==> config.mk <==
export PLATFORM = sky130hd
export DESIGN_NAME = pc_sequencer
export DESIGN_NICKNAME = d
export VERILOG_FILES = /design/src/rtl/pc_seq_pkg.sv /design/src/rtl/pc_redirect_hold.sv /design/src/rtl/pc_sequencer.sv
export SDC_FILE = /design/constraint.sdc
export NUM_CORES = 1
export LEC_CHECK = 0
export ABC_AREA = 1
export BUFFER_PORTS_ARGS = -buffer_cell sky130_fd_sc_hd__buf_2
export CAP_MARGIN = 25
export CORE_ASPECT_RATIO = 1.25
export CORE_MARGIN = 1.5
export CORE_UTILIZATION = 60
export DETAILED_ROUTE_END_ITERATION = 12
export PLACE_DENSITY_LB_ADDON = 0.08
export SETUP_SLACK_MARGIN = 0.3
export SYNTH_ARGS = -nofsm -noshare
export SYNTH_HDL_FRONTEND = slang
export SYNTH_HIERARCHICAL = 1
export SYNTH_SLANG_ARGS = --single-unit
==> constraint.sdc <==
create_clock -name clk -period 3 [get_ports clk]
set_input_delay 0.3 -clock clk [delete_from_list [all_inputs] [get_ports clk]]
set_output_delay 0.3 -clock clk [all_outputs]
set_load 0.05 [all_outputs]
==> src/rtl/pc_seq_pkg.sv <==
// Shared types and default constants for the PC sequencer and its redirect hold register.
package pc_seq_pkg;
  localparam int unsigned     DEF_WIDTH        = 64;
  localparam int unsigned     DEF_INC          = 4;
  localparam longint unsigned DEF_RESET_VECTOR = 64'h0;

  typedef enum logic [1:0] {BOOT, RUN, HOLD, HALTED} pc_state_e;
  typedef enum logic [1:0] {NONE, BR, EXC} redir_kind_e;
endpackage

==> src/rtl/pc_redirect_hold.sv <==
// Pending redirect target/kind register; an exception may replace anything,
// a branch may only replace a pending branch. eff_* shows the value after this cycle's requests.
module pc_redirect_hold
  import pc_seq_pkg::*;
#(
  parameter int unsigned WIDTH = DEF_WIDTH
) (
  input  logic             clk,
  input  logic             rst_n_i,
  input  logic             upd_i,
  input  logic             clr_i,
  input  logic             exc_req_i,
  input  logic [WIDTH-1:0] exc_vec_i,
  input  logic             br_req_i,
  input  logic [WIDTH-1:0] br_tgt_i,
  output redir_kind_e      eff_kind_o,
  output logic [WIDTH-1:0] eff_tgt_o
);
  redir_kind_e      kind_q, kind_d;
  logic [WIDTH-1:0] tgt_q, tgt_d;

  always_comb begin
    eff_kind_o = kind_q;
    eff_tgt_o  = tgt_q;
    if (exc_req_i) begin
      eff_kind_o = EXC;
      eff_tgt_o  = exc_vec_i;
    end else if (br_req_i && kind_q != EXC) begin
      eff_kind_o = BR;
      eff_tgt_o  = br_tgt_i;
    end
  end

  always_comb begin
    kind_d = kind_q;
    tgt_d  = tgt_q;
    if (clr_i) begin
      kind_d = NONE;
      tgt_d  = '0;
    end else if (upd_i) begin
      kind_d = eff_kind_o;
      tgt_d  = eff_tgt_o;
    end
  end

  always_ff @(posedge clk or negedge rst_n_i) begin
    if (!rst_n_i) begin
      kind_q <= NONE;
      tgt_q  <= '0;
    end else begin
      kind_q <= kind_d;
      tgt_q  <= tgt_d;
    end
  end
endmodule

==> src/rtl/pc_sequencer.sv <==
// Fetch PC sequencer: boot, increment, branch/exception redirect with stall-time capture, halt.
// Define PC_ALIGN_CHECK_EN to force loaded targets to 4-byte alignment and flag it on Misalign.
module pc_sequencer
  import pc_seq_pkg::*;
#(
  parameter int unsigned      WIDTH        = DEF_WIDTH,
  parameter logic [WIDTH-1:0] RESET_VECTOR = WIDTH'(DEF_RESET_VECTOR),
  parameter int unsigned      INC          = DEF_INC
) (
  input  logic             clk,
  input  logic             Reset,
  input  logic             Stall,
  input  logic             Halt,
  input  logic             Br_Taken,
  input  logic [WIDTH-1:0] Br_Target,
  input  logic             Exc_Req,
  input  logic [WIDTH-1:0] Exc_Vector,
  output logic [WIDTH-1:0] Q,
  output logic             Q_Valid,
  output logic             Pend,
  output logic             Misalign
);
  pc_state_e        state_q, state_d;
  logic [WIDTH-1:0] q_q, q_d;
  logic             redirect, load, hold_upd, hold_clr;
  redir_kind_e      eff_kind;
  logic [WIDTH-1:0] eff_tgt, load_val;

  assign redirect = Exc_Req | Br_Taken;

  // With nothing pending the effective target is simply the highest-priority live request.
  pc_redirect_hold #(.WIDTH(WIDTH)) u_hold (
    .clk        (clk),
    .rst_n_i    (Reset),
    .upd_i      (hold_upd),
    .clr_i      (hold_clr),
    .exc_req_i  (Exc_Req),
    .exc_vec_i  (Exc_Vector),
    .br_req_i   (Br_Taken),
    .br_tgt_i   (Br_Target),
    .eff_kind_o (eff_kind),
    .eff_tgt_o  (eff_tgt)
  );

`ifdef PC_ALIGN_CHECK_EN
  logic misalign_q, misalign_d;

  assign load_val   = {eff_tgt[WIDTH-1:2], 2'b00};
  assign misalign_d = load && (eff_tgt[1:0] != 2'b00);
  assign Misalign   = misalign_q;

  always_ff @(posedge clk or negedge Reset) begin
    if (!Reset) misalign_q <= 1'b0;
    else        misalign_q <= misalign_d;
  end
`else
  assign load_val = eff_tgt;
  assign Misalign = 1'b0;
`endif

  always_comb begin
    state_d  = state_q;
    q_d      = q_q;
    load     = 1'b0;
    hold_upd = 1'b0;
    hold_clr = 1'b0;
    case (state_q)
      BOOT: state_d = RUN;
      RUN: begin
        if (redirect && Stall) begin
          hold_upd = 1'b1;
          state_d  = HOLD;
        end else if (redirect) begin
          load = 1'b1;
        end else if (!Stall) begin
          if (Halt) state_d = HALTED;
          else      q_d     = q_q + WIDTH'(INC);
        end
      end
      HOLD: begin
        hold_upd = 1'b1;
        if (!Stall) begin
          load     = 1'b1;
          hold_clr = 1'b1;
          state_d  = RUN;
        end
      end
      HALTED: begin
        if (Exc_Req) begin
          load    = 1'b1;
          state_d = RUN;
        end else if (!Halt) begin
          state_d = RUN;
        end
      end
      default: state_d = BOOT;
    endcase
    if (load) q_d = load_val;
  end

  always_ff @(posedge clk or negedge Reset) begin
    if (!Reset) begin
      state_q <= BOOT;
      q_q     <= RESET_VECTOR;
    end else begin
      state_q <= state_d;
      q_q     <= q_d;
    end
  end

  assign Q       = q_q;
  assign Q_Valid = (state_q == RUN) || (state_q == HOLD);
  assign Pend    = (state_q == HOLD) && (eff_kind != NONE || !Stall || redirect);
endmodule
==> impl_metrics.yaml, run 1 <==
die:
  die_x_microns: 119.2
  dieArea_sq_um: 17680
  die_h_microns: 148.3
  coreArea_sq_um: 16330
  initial_core_util_pct: 62.04
  ioPinCount: 201
  fp-row-count: 52
clock_network:
  clk_latency_ns: 0.43
  cts_max_path_buffers: 2
  cts_tree: "built"
  cts_max_level: 4
  cts_resized: 0
  clock_sinks: 132
  root_buffer: "clkbuf_16"
  cts_buffers: 17
  post_cts_buffers: 0
  path_clk_slew_ns: 0.06
global_route:
  antenna_found_initial: 2
  grt_pass1_wl_microns: 54590
  grt_max_degree: 83
  grt_usage_pct: 39.00
  grt_overflow: 0
  grt_pass1_vias: 10990
synthesis:
  synth.area.mux_share_pct: 0.2223
  synth_xor_area_share_pct: 0.5187
  yosys.area_share.adder_pct: 0.6175
  synth_ff_type: "dfrtp_1"
  ys_ff_latch: 132
  synth-simple-area-share_pct: 44.60
  ys_seq_area_share_pct: 32.60
  synth_area_sq_um: 10130
  syn_inst: 1635
  async_flop_share_pct: 100.0
  synth_edf_count: 0
  synth_nets: 1774
  synth_compound_area_share_pct: 10.60
  avgSynthCellArea_sq_um: 6.196
  ys.warnings.count: 6
  yosysUniqueCellTypes: 42
  synth_top_family_by_area: "simple AND/OR/NAND/NOR gates"
sta:
  worstMarginPinSlew_ns: 0.8196
  finalCritPeriodShare_pct: 83.06
  rsz0062_at_grt: "no"
  slew_viol_final: 0
  worst_slack_ns: 0.5081
  setup-violations-final: 0
  fin_crit_ns: 2.492
  finalHoldViolCount: 0
  fin_skew_ns: 0.009600
  max_freq_mhz: 401.3
  hold_ws_ns: 0.1756
  slew_headroom_pct: 45.36
  tns_ns: 0
worst_setup_path:
  critical-path-max-stage-delay_ns: 0.44
  crit_type: "reg2out"
  crit_chain: "nand2_2, nand2_2, a21oi_1, inv_1, o41ai_1, inv_1, buf_2"
  required_ns: 2.70
  crit_slowest_cell: "o41ai_1"
  crit_fanout: 17
  crit_path_end_kind: "output pin"
  cp-start-kind: "flip-flop"
  worstPathArrival_ns: 2.19
finish:
  nNetsFinal: 1927
  fin_util_pct: 72.37
  syn_to_final_growth_pct: 16.66
  drive_gt1_share_pct: 16.27
  stdcell_area_sq_um: 11820
  finalNonFillerCells: 2018
routing:
  via_per_inst: 5.798
  drt_iter0_markers: 1118
  drc_errors: 0
  routedWlPerCell_microns: 16.87
  drtAntennaViolNets: 0
  routed_wirelength_microns: 34050
  vias: 11700
  dr.pass1.iters: 6
placement:
  place.gp.congestion: 0.9242
  port_buffers: 199
  dp.cells: 1984
  place_area_sq_um: 11160
  pre_cts_ws_ns: 0.6321
  hpwl_microns: 24420
run_status:
  status: "completed"
pwr:
  powerDensity_nw_per_um2: 1129
  p_leak_nw: 6.092
  finalPower_mw: 13.34
  ir_worst_vdd_mv: 0.7800
job:
  max_cap_viol_count: 0
hold_path:
  hp-class: "in2reg"
-- critical path: cells and delay by family (launching register included) --
family	cells	cell delay [ns]
simple gates	2	0.30
compound gates	2	0.67
flops	1	0.40
buf+inv	3	0.39
-- logic make-up (layout without fill, tap and decap cells) --
kind of cell | Yosys count | count (layout)
and+or+nand+nor | 1057 | 1057
buffers and inverters | 246 | 412
AOI/OAI and AO/OA | 186 | 186
DFF | 132 | 132
xor gates and xnor gates | 6 | 6
adders and majority gates | 5 | 5
muxes | 2 | 2
other | 1 | 2
-- worst paths after layout --
kind                                  start          endpoint  slack (ns)  cells after the start
max in group asynchronous             Reset  u_hold/kind_q[0]        1.64                      3
min                           Exc_Vector[6]   u_hold/tgt_q[6]        0.18                      5
min reg2reg                 u_hold/tgt_q[3]   u_hold/tgt_q[3]        0.48                      2
max                        u_hold/kind_q[1]              Pend        0.51                      7
max reg2reg                      state_q[0]             Q[28]        0.60                     12
min in group asynchronous             Reset             Q[13]        0.44                      2
-- state kept, by name (all words and copies together) (netlist names) --
name and cells:
state_q 2, Q 64, u_hold/kind_q 2, u_hold/tgt_q 64
-- report_power, final --
group	switching [mW]	leakage, nW	internal, mW	total (mW)
Clock	0.839	0.316	1.46	2.30
Combinational	5.31	4.20	2.14	7.45
Sequential	0.944	1.57	2.65	3.60
-- Yosys cell counts (5+ instances only) --
| cell | instances | share of area (%) |
|---|---|---|
| nand2_1 | 519 | 19 |
| nand3_1 | 251 | 12 |
| nor2_1 | 215 | 8.0 |
| inv_1 | 157 | 5.8 |
| dfrtp_1 | 132 | 33 |
| a31oi_1 | 67 | 4.1 |
| a21oi_1 | 46 | 2.3 |
| buf_2 | 44 | 2.2 |
| o21ai_0 | 41 | 2.0 |
| and2_1 | 27 | 1.7 |
| buf_4 | 21 | 1.6 |
| o21bai_1 | 14 | 1.0 |
| clkbuf_1 | 13 | 0.48 |
| nand2_2 | 13 | 0.80 |
| o21ai_1 | 9 | 0.44 |
| nand4_1 | 6 | 0.37 |
| nor2_2 | 6 | 0.37 |
| buf_6 | 5 | 0.56 |
| ha_1 | 5 | 0.62 |
| inv_2 | 5 | 0.19 |
| nor2_4 | 5 | 0.56 |
-- area by class of cell --
cell class | instances | area (sq um)
diodes | 1 | 2.502
clock buffers | 20 | 466.7
clock inverters | 12 | 177.7
fillers | 1425 | 4512
inverters | 162 | 610.6
multi-input cells | 1257 | 5753
flip-flops and latches | 132 | 3303
well taps | 216 | 270.3
repair buffers | 218 | 1235
-- placed cells by master (no fill, tap or decap), types with 3 or more instances in the layout --
master | synthesis | layout
o21ai_0 | 41 | 41
dfrtp_1 | 132 | 132
o21bai_1 | 14 | 14
inv_1 | 157 | 156
nand4_1 | 6 | 6
a31oi_1 | 67 | 67
nand2_2 | 13 | 12
ha_1 | 5 | 5
or2_2 | 3 | 3
clkinv_2 | 0 | 3
o21ai_1 | 9 | 9
clkbuf_16 | 0 | 17
nand2_1 | 519 | 519
nor2_1 | 215 | 213
xor2_1 | 3 | 3
buf_4 | 21 | 11
bufinv_16 | 0 | 4
nor3_1 | 3 | 3
nor2_2 | 6 | 6
xnor2_1 | 3 | 3
nand3_1 | 251 | 251
buf_2 | 44 | 198
nor2_4 | 5 | 7
a21oi_1 | 46 | 46
buf_12 | 0 | 7
clkinv_4 | 0 | 4
clkbuf_8 | 0 | 3
inv_2 | 5 | 5
and2_1 | 27 | 27
-- timing repair --
item	in CTS	in global routing
endpoints found under the setup margin	0	0
hold endpoints to repair	76	0
hold buffers	1	0
-- metal layers --
layer	vias to the layer above	wire, microns	global-route usage, %
li1	5568	-	-
met1	5402	13150	50.41
met2	644	16360	64.19
met3	86	3390	8.627
met4	0	1145	14.64
met5	-	0	0
No activity file was read; power rests on OpenSTA's default activity.
==> inputs of run 2 (changes only) <==
CORE_UTILIZATION = 57   (was 60)
clock period = 2.3 ns   (was 3 ns; I/O delays follow)
==> run 2 against run 1 <==
Cell count up 1.6%. Clock skew up 0.0013 ns. Wire length up 7.8%. Power up 41%. Core utilization down 0.82 points. Via count up 2.8%. Setup slack worse by 0.21 ns. Flip-flop and latch count unchanged. Clock power up 33%.
==> impl_metrics.yaml, run 2 (synthesis results as in run 1) <==
run_status:
  status: "completed"
finish:
  syn_to_final_growth_pct: 23.11
  final_cell_mix: "517 x nand2_1, 250 x nand3_1, 212 x nor2_1"
  nNetsFinal: 1954
  n_antenna_cell: 0
  drive_gt1_share_pct: 18.50
  fillerInstances: 1526
  mostFrequentLayoutCell: "nand2_1"
worst_setup_path:
  cp-start-kind: "flip-flop"
  path_delay_family: "simple AND/OR/NAND/NOR gates"
  worstPathArrival_ns: 2.36
  crit_chain: "ha_2, inv_1, nor2_2, nand3_1, nor2_1, nand2_1, nand2_1, nand3_1, a21oi_1"
  critical-path-max-stage-delay_ns: 0.51
  crit_path_end_kind: "flip-flop"
  critPathBufInv: 1
  required_ns: 2.66
  crit_slowest_cell: "nor2_1"
  crit_type: "reg2reg"
  crit_fanout: 5
sta:
  finalHoldViolCount: 0
  fin_skew_ns: 0.01093
  max_freq_mhz: 498.7
  finalCritPeriodShare_pct: 87.19
  tns_ns: 0
  slew_viol_final: 0
  rsz0062_at_grt: "yes"
  fin_crit_ns: 2.005
  slew_headroom_pct: 56.78
  worstMarginPinSlew_ns: 0.6482
  setup-violations-final: 0
  hold_ws_ns: 0.1127
routing:
  routedWlPerCell_microns: 17.89
  dr.pass1.iters: 6
  drt_iter0_markers: 1455
  via_per_inst: 5.863
  drc_errors: 0
  vias: 12030
  routed_wirelength_microns: 36690
  drtAntennaViolNets: 0
clock_network:
  cts_max_level: 4
  cts_buffers: 17
  cts_max_path_buffers: 2
  path_clk_slew_ns: 0.07
  clk_latency_ns: 0.43
  cts_tree: "built"
  clock_sinks: 132
  root_buffer: "clkbuf_16"
hold_path:
  hp-class: "in2reg"
placement:
  port_buffers: 199
  hpwl_microns: 24910
  place.gp.congestion: 0.9408
global_route:
  busiest_layer: "met2"
  grt_pass1_vias: 10640
  grt_pass1_wl_microns: 55120
  grt_usage_pct: 37.80
  grtUsageMet3_pct: 5.931
  grt_max_degree: 65
  grt_overflow: 0
  gr-usage-met2_pct: 58.79
  grtUsageMet1_pct: 52.42
  antenna_found_initial: 0
die:
  die_h_microns: 152.1
  die_x_microns: 122.2
  coreArea_sq_um: 17430
  initial_core_util_pct: 58.12
  ioPinCount: 201
  dieArea_sq_um: 18590
  fp-row-count: 54
pwr:
  powerDensity_nw_per_um2: 1510
  p_leak_nw: 6.363
  ir_worst_vdd_mv: 0.7717
job:
  max_cap_viol_count: 0
## run 2: area by class of cell
class | count | area (sq um) | share of cell area (%)
Sequential cell | 132 | 3308 | 26.52
Multi-Input combinational cell | 1257 | 5889 | 47.22
Clock buffer | 19 | 442.9 | 3.551
Clock inverter | 12 | 205.2 | 1.645
Inverter | 162 | 618.1 | 4.956
Tap cell | 224 | 280.3 | 2.247
Timing Repair Buffer | 245 | 1728 | 13.85
## run 2: metrics by stage
| stage | util [%] | setup slack (ns) | total power, mW | instances | cell area (sq um) |
|---|---|---|---|---|---|
| 5_1_grt | 71.55 | 0.1812 | 19.97 | 2051 | 12470 |
| 2_1_floorplan | - | 0.3023 | 11.82 | 1635 | 10130 |
| 3_3_place_gp | 64.71 | 0.2525 | 14.12 | 1998 | 11280 |
| 6_report | 71.55 | 0.2947 | 18.84 | 2051 | 12470 |
| 4_1_cts | 69.75 | 0.2874 | 17.94 | 2040 | 12160 |
| 3_5_place_dp | 64.71 | 0.1724 | 14.34 | 1998 | 11280 |
## run 2: routing by layer
layer | up-vias | part of all wire, %
met5 | - | 0
met4 | 0 | 4.0
met3 | 95 | 8.6
met2 | 677 | 47
met1 | 5629 | 40
li1 | 5625 | -
## run 2: worst paths after layout
check,start,end,slack (ns),depth (start not counted)
worst min register to register,u_hold/tgt_q[45],u_hold/tgt_q[45],0.48,2
worst min-delay path,Exc_Vector[6],u_hold/tgt_q[6],0.11,5
max in group asynchronous,Reset,u_hold/tgt_q[35],1.27,3
worst max register to register,Q[2],Q[44],0.29,9
worst max-delay path,Q[2],Q[44],0.29,9
min in group asynchronous,Reset,Q[17],0.36,2
## run 2: worst reg2reg max path: stages (launching register included)
cell and delay [ns]:
dfrtp_2 0.40, ha_2 0.22, inv_1 0.05, nor2_2 0.18, nand3_1 0.20, nor2_1 0.51
nand2_1 0.10, nand2_1 0.09, nand3_1 0.07, a21oi_1 0.12
## run 2: power by group
group | leakage, nW | switching (mW) | internal (mW)
registers | 1.57 | 1.25 | 3.47
logic | 4.48 | 7.43 | 3.64
clock network | 0.309 | 1.10 | 1.95
## run 2: timing repair
| action | in CTS | in global routing |
|---|---|---|
| gates cloned | 3 | 6 |
| resized for setup | 16 | 34 |
| endpoints found under the setup margin | 55 | 97 |
| hold buffers | 1 | 0 |
| setup buffers | 7 | 5 |
| pin swaps | 3 | 5 |
| hold endpoints to repair | 59 | 0 |
==> inputs of run 3 (changes only) <==
CELL_PAD_IN_SITES_DETAIL_PLACEMENT = 1   (was default)
CELL_PAD_IN_SITES_GLOBAL_PLACEMENT = 1   (was default)
CORE_UTILIZATION = 39   (was 57)
==> run 3 against run 2 <==
Cell area increased by 2.1%. Via count decreased by 2.0%. Combinational power about the same. First-iteration DRC count decreased by 55%. Power increased by 2.0%. Critical path depth decreased by 2. Clock power increased by 10%.
==> impl_metrics.yaml, run 3 (synthesis results as in run 1) <==
routing:
  via_per_inst: 5.437
  drt_iter0_markers: 651
  drc_errors: 0
  vias: 11790
  drtAntennaViolNets: 0
  dr.pass1.iters: 7
  routedWlPerCell_microns: 19.49
  routed_wirelength_microns: 42260
global_route:
  grtUsageMet3_pct: 5.149
  grt_overflow: 0
  grt_usage_pct: 30.81
  grt_max_degree: 67
  grt_pass1_vias: 11900
  busiest_layer: "met2"
  grt_pass1_wl_microns: 64520
  antenna_found_initial: 1
  gr-usage-met2_pct: 51.59
  grtUsageMet1_pct: 40.17
pwr:
  comb_power_share_pct: 57.8
  p_leak_nw: 6.408
  finalPower_mw: 19.22
  seq_power_share_pct: 24.7
  pwr-share-clk_pct: 17.5
  powerDensity_nw_per_um2: 1509
  switchingPower_mw: 9.993
  p_int_mw: 9.227
  swShare_pct: 51.99
  ir_worst_vdd_mv: 0.7247
sta:
  max_freq_mhz: 483.9
  fin_skew_ns: 0.008470
  slew_viol_final: 0
  tns_ns: 0
  finalHoldViolCount: 0
  setup-violations-final: 0
  worstMarginPinSlew_ns: 0.5306
  finalCritPeriodShare_pct: 89.85
  hold_ws_ns: 0.1157
  fin_crit_ns: 2.066
  worst_slack_ns: 0.2335
  rsz0062_at_grt: "yes"
  slew_headroom_pct: 64.46
clock_network:
  cts_tree: "built"
  cts_max_level: 4
  clock_sinks: 132
  path_clk_slew_ns: 0.06
  clk_latency_ns: 0.43
  root_buffer: "clkbuf_16"
  cts_max_path_buffers: 2
  cts_buffers: 17
finish:
  nNetsFinal: 1959
  mostFrequentLayoutCell: "nand2_1"
  drive_gt1_share_pct: 20.24
  n_antenna_cell: 0
  syn_to_final_growth_pct: 25.73
  final_cell_mix: "517 x nand2_1, 248 x nand3_1, 204 x nor2_1"
  stdcell_area_sq_um: 12740
  fin_util_pct: 50.20
  finalNonFillerCells: 2168
die:
  die_x_microns: 147.2
  die_h_microns: 183.2
  dieArea_sq_um: 26960
  fp-row-count: 65
  ioPinCount: 201
  initial_core_util_pct: 39.93
  coreArea_sq_um: 25370
worst_setup_path:
  crit_path_end_kind: "output pin"
  worstPathArrival_ns: 1.84
  crit_fanout: 3
  cp-start-kind: "flip-flop"
  ff2ff_setup_slack_ns: 0.32
  crit_type: "reg2out"
  required_ns: 2.07
placement:
  port_buffers: 199
  place.gp.congestion: 0.8897
  place_area_sq_um: 11520
  pre_cts_ws_ns: 0.1129
  hpwl_microns: 30430
  dp.cells: 2119
run_status:
  status: "completed"
job:
  max_cap_viol_count: 0
hold_path:
  hp-class: "in2reg"
## run 3: cell types whose count changed in the layout (fill, tap and decap cells not counted), sizes merged
| cell | previous run | this run |
|---|---|---|
| buf | 237 | 245 |
| bufbuf | 1 | 2 |
| bufinv | 5 | 8 |
| clkbuf | 25 | 18 |
| nand2 | 533 | 534 |
## run 3: final timing paths
path,from,endpoint,cells after the start
max in group asynchronous,Reset,u_hold/tgt_q[51],3
worst max-delay path,u_hold/kind_q[1],Pend,7
min in group asynchronous,Reset,Q[18],2
worst min register to register,u_hold/tgt_q[59],u_hold/tgt_q[59],2
worst max register to register,u_hold/kind_q[1],Q[37],8
worst min-delay path,Exc_Vector[54],u_hold/tgt_q[54],5
## run 3: per-layer routing
metal	share of wire, %	vias up
li1	-	5619
met1	44	5805
met2	49	295
met3	4.4	67
met4	2.9	2
met5	0.021	-
## run 3: final cells by class
cell class                      instances  area [sq um]
Clock inverter                         15         284.0
Clock buffer                           17         425.4
Sequential cell                       132          3318
Inverter                              162         620.6
Tap cell                              335         419.2
Timing Repair Buffer                  249          1660
Fill cell                            3479         12640
Multi-Input combinational cell       1258          6010
## run 3: what timing repair did
| item | in CTS | in global routing |
|---|---|---|
| pin swaps | 5 | 10 |
| setup buffers | 7 | 5 |
| hold buffers | 1 | 0 |
| hold endpoints to repair | 35 | 0 |
| gates resized for setup | 25 | 58 |
| setup endpoints to repair | 58 | 114 |
| gates cloned | 3 | 1 |
## run 3: critical path, cell delays in order (launching register included)
cell,delay [ns]
dfrtp_1,0.43
nand2_4,0.13
nand2_8,0.06
a21oi_4,0.12
inv_2,0.06
o41ai_4,0.36
inv_2,0.09
buf_6,0.16
## run 3: power by group through the flow
stage          Clock, mW  Sequential, mW  Combinational, mW
6_report            3.37            4.75               11.1
5_1_grt             3.49            4.88               12.1
4_1_cts             3.40            4.69               10.6
3_5_place_dp           0            4.71               10.1
3_3_place_gp           0            4.67               9.85
2_1_floorplan          0            6.13               5.69
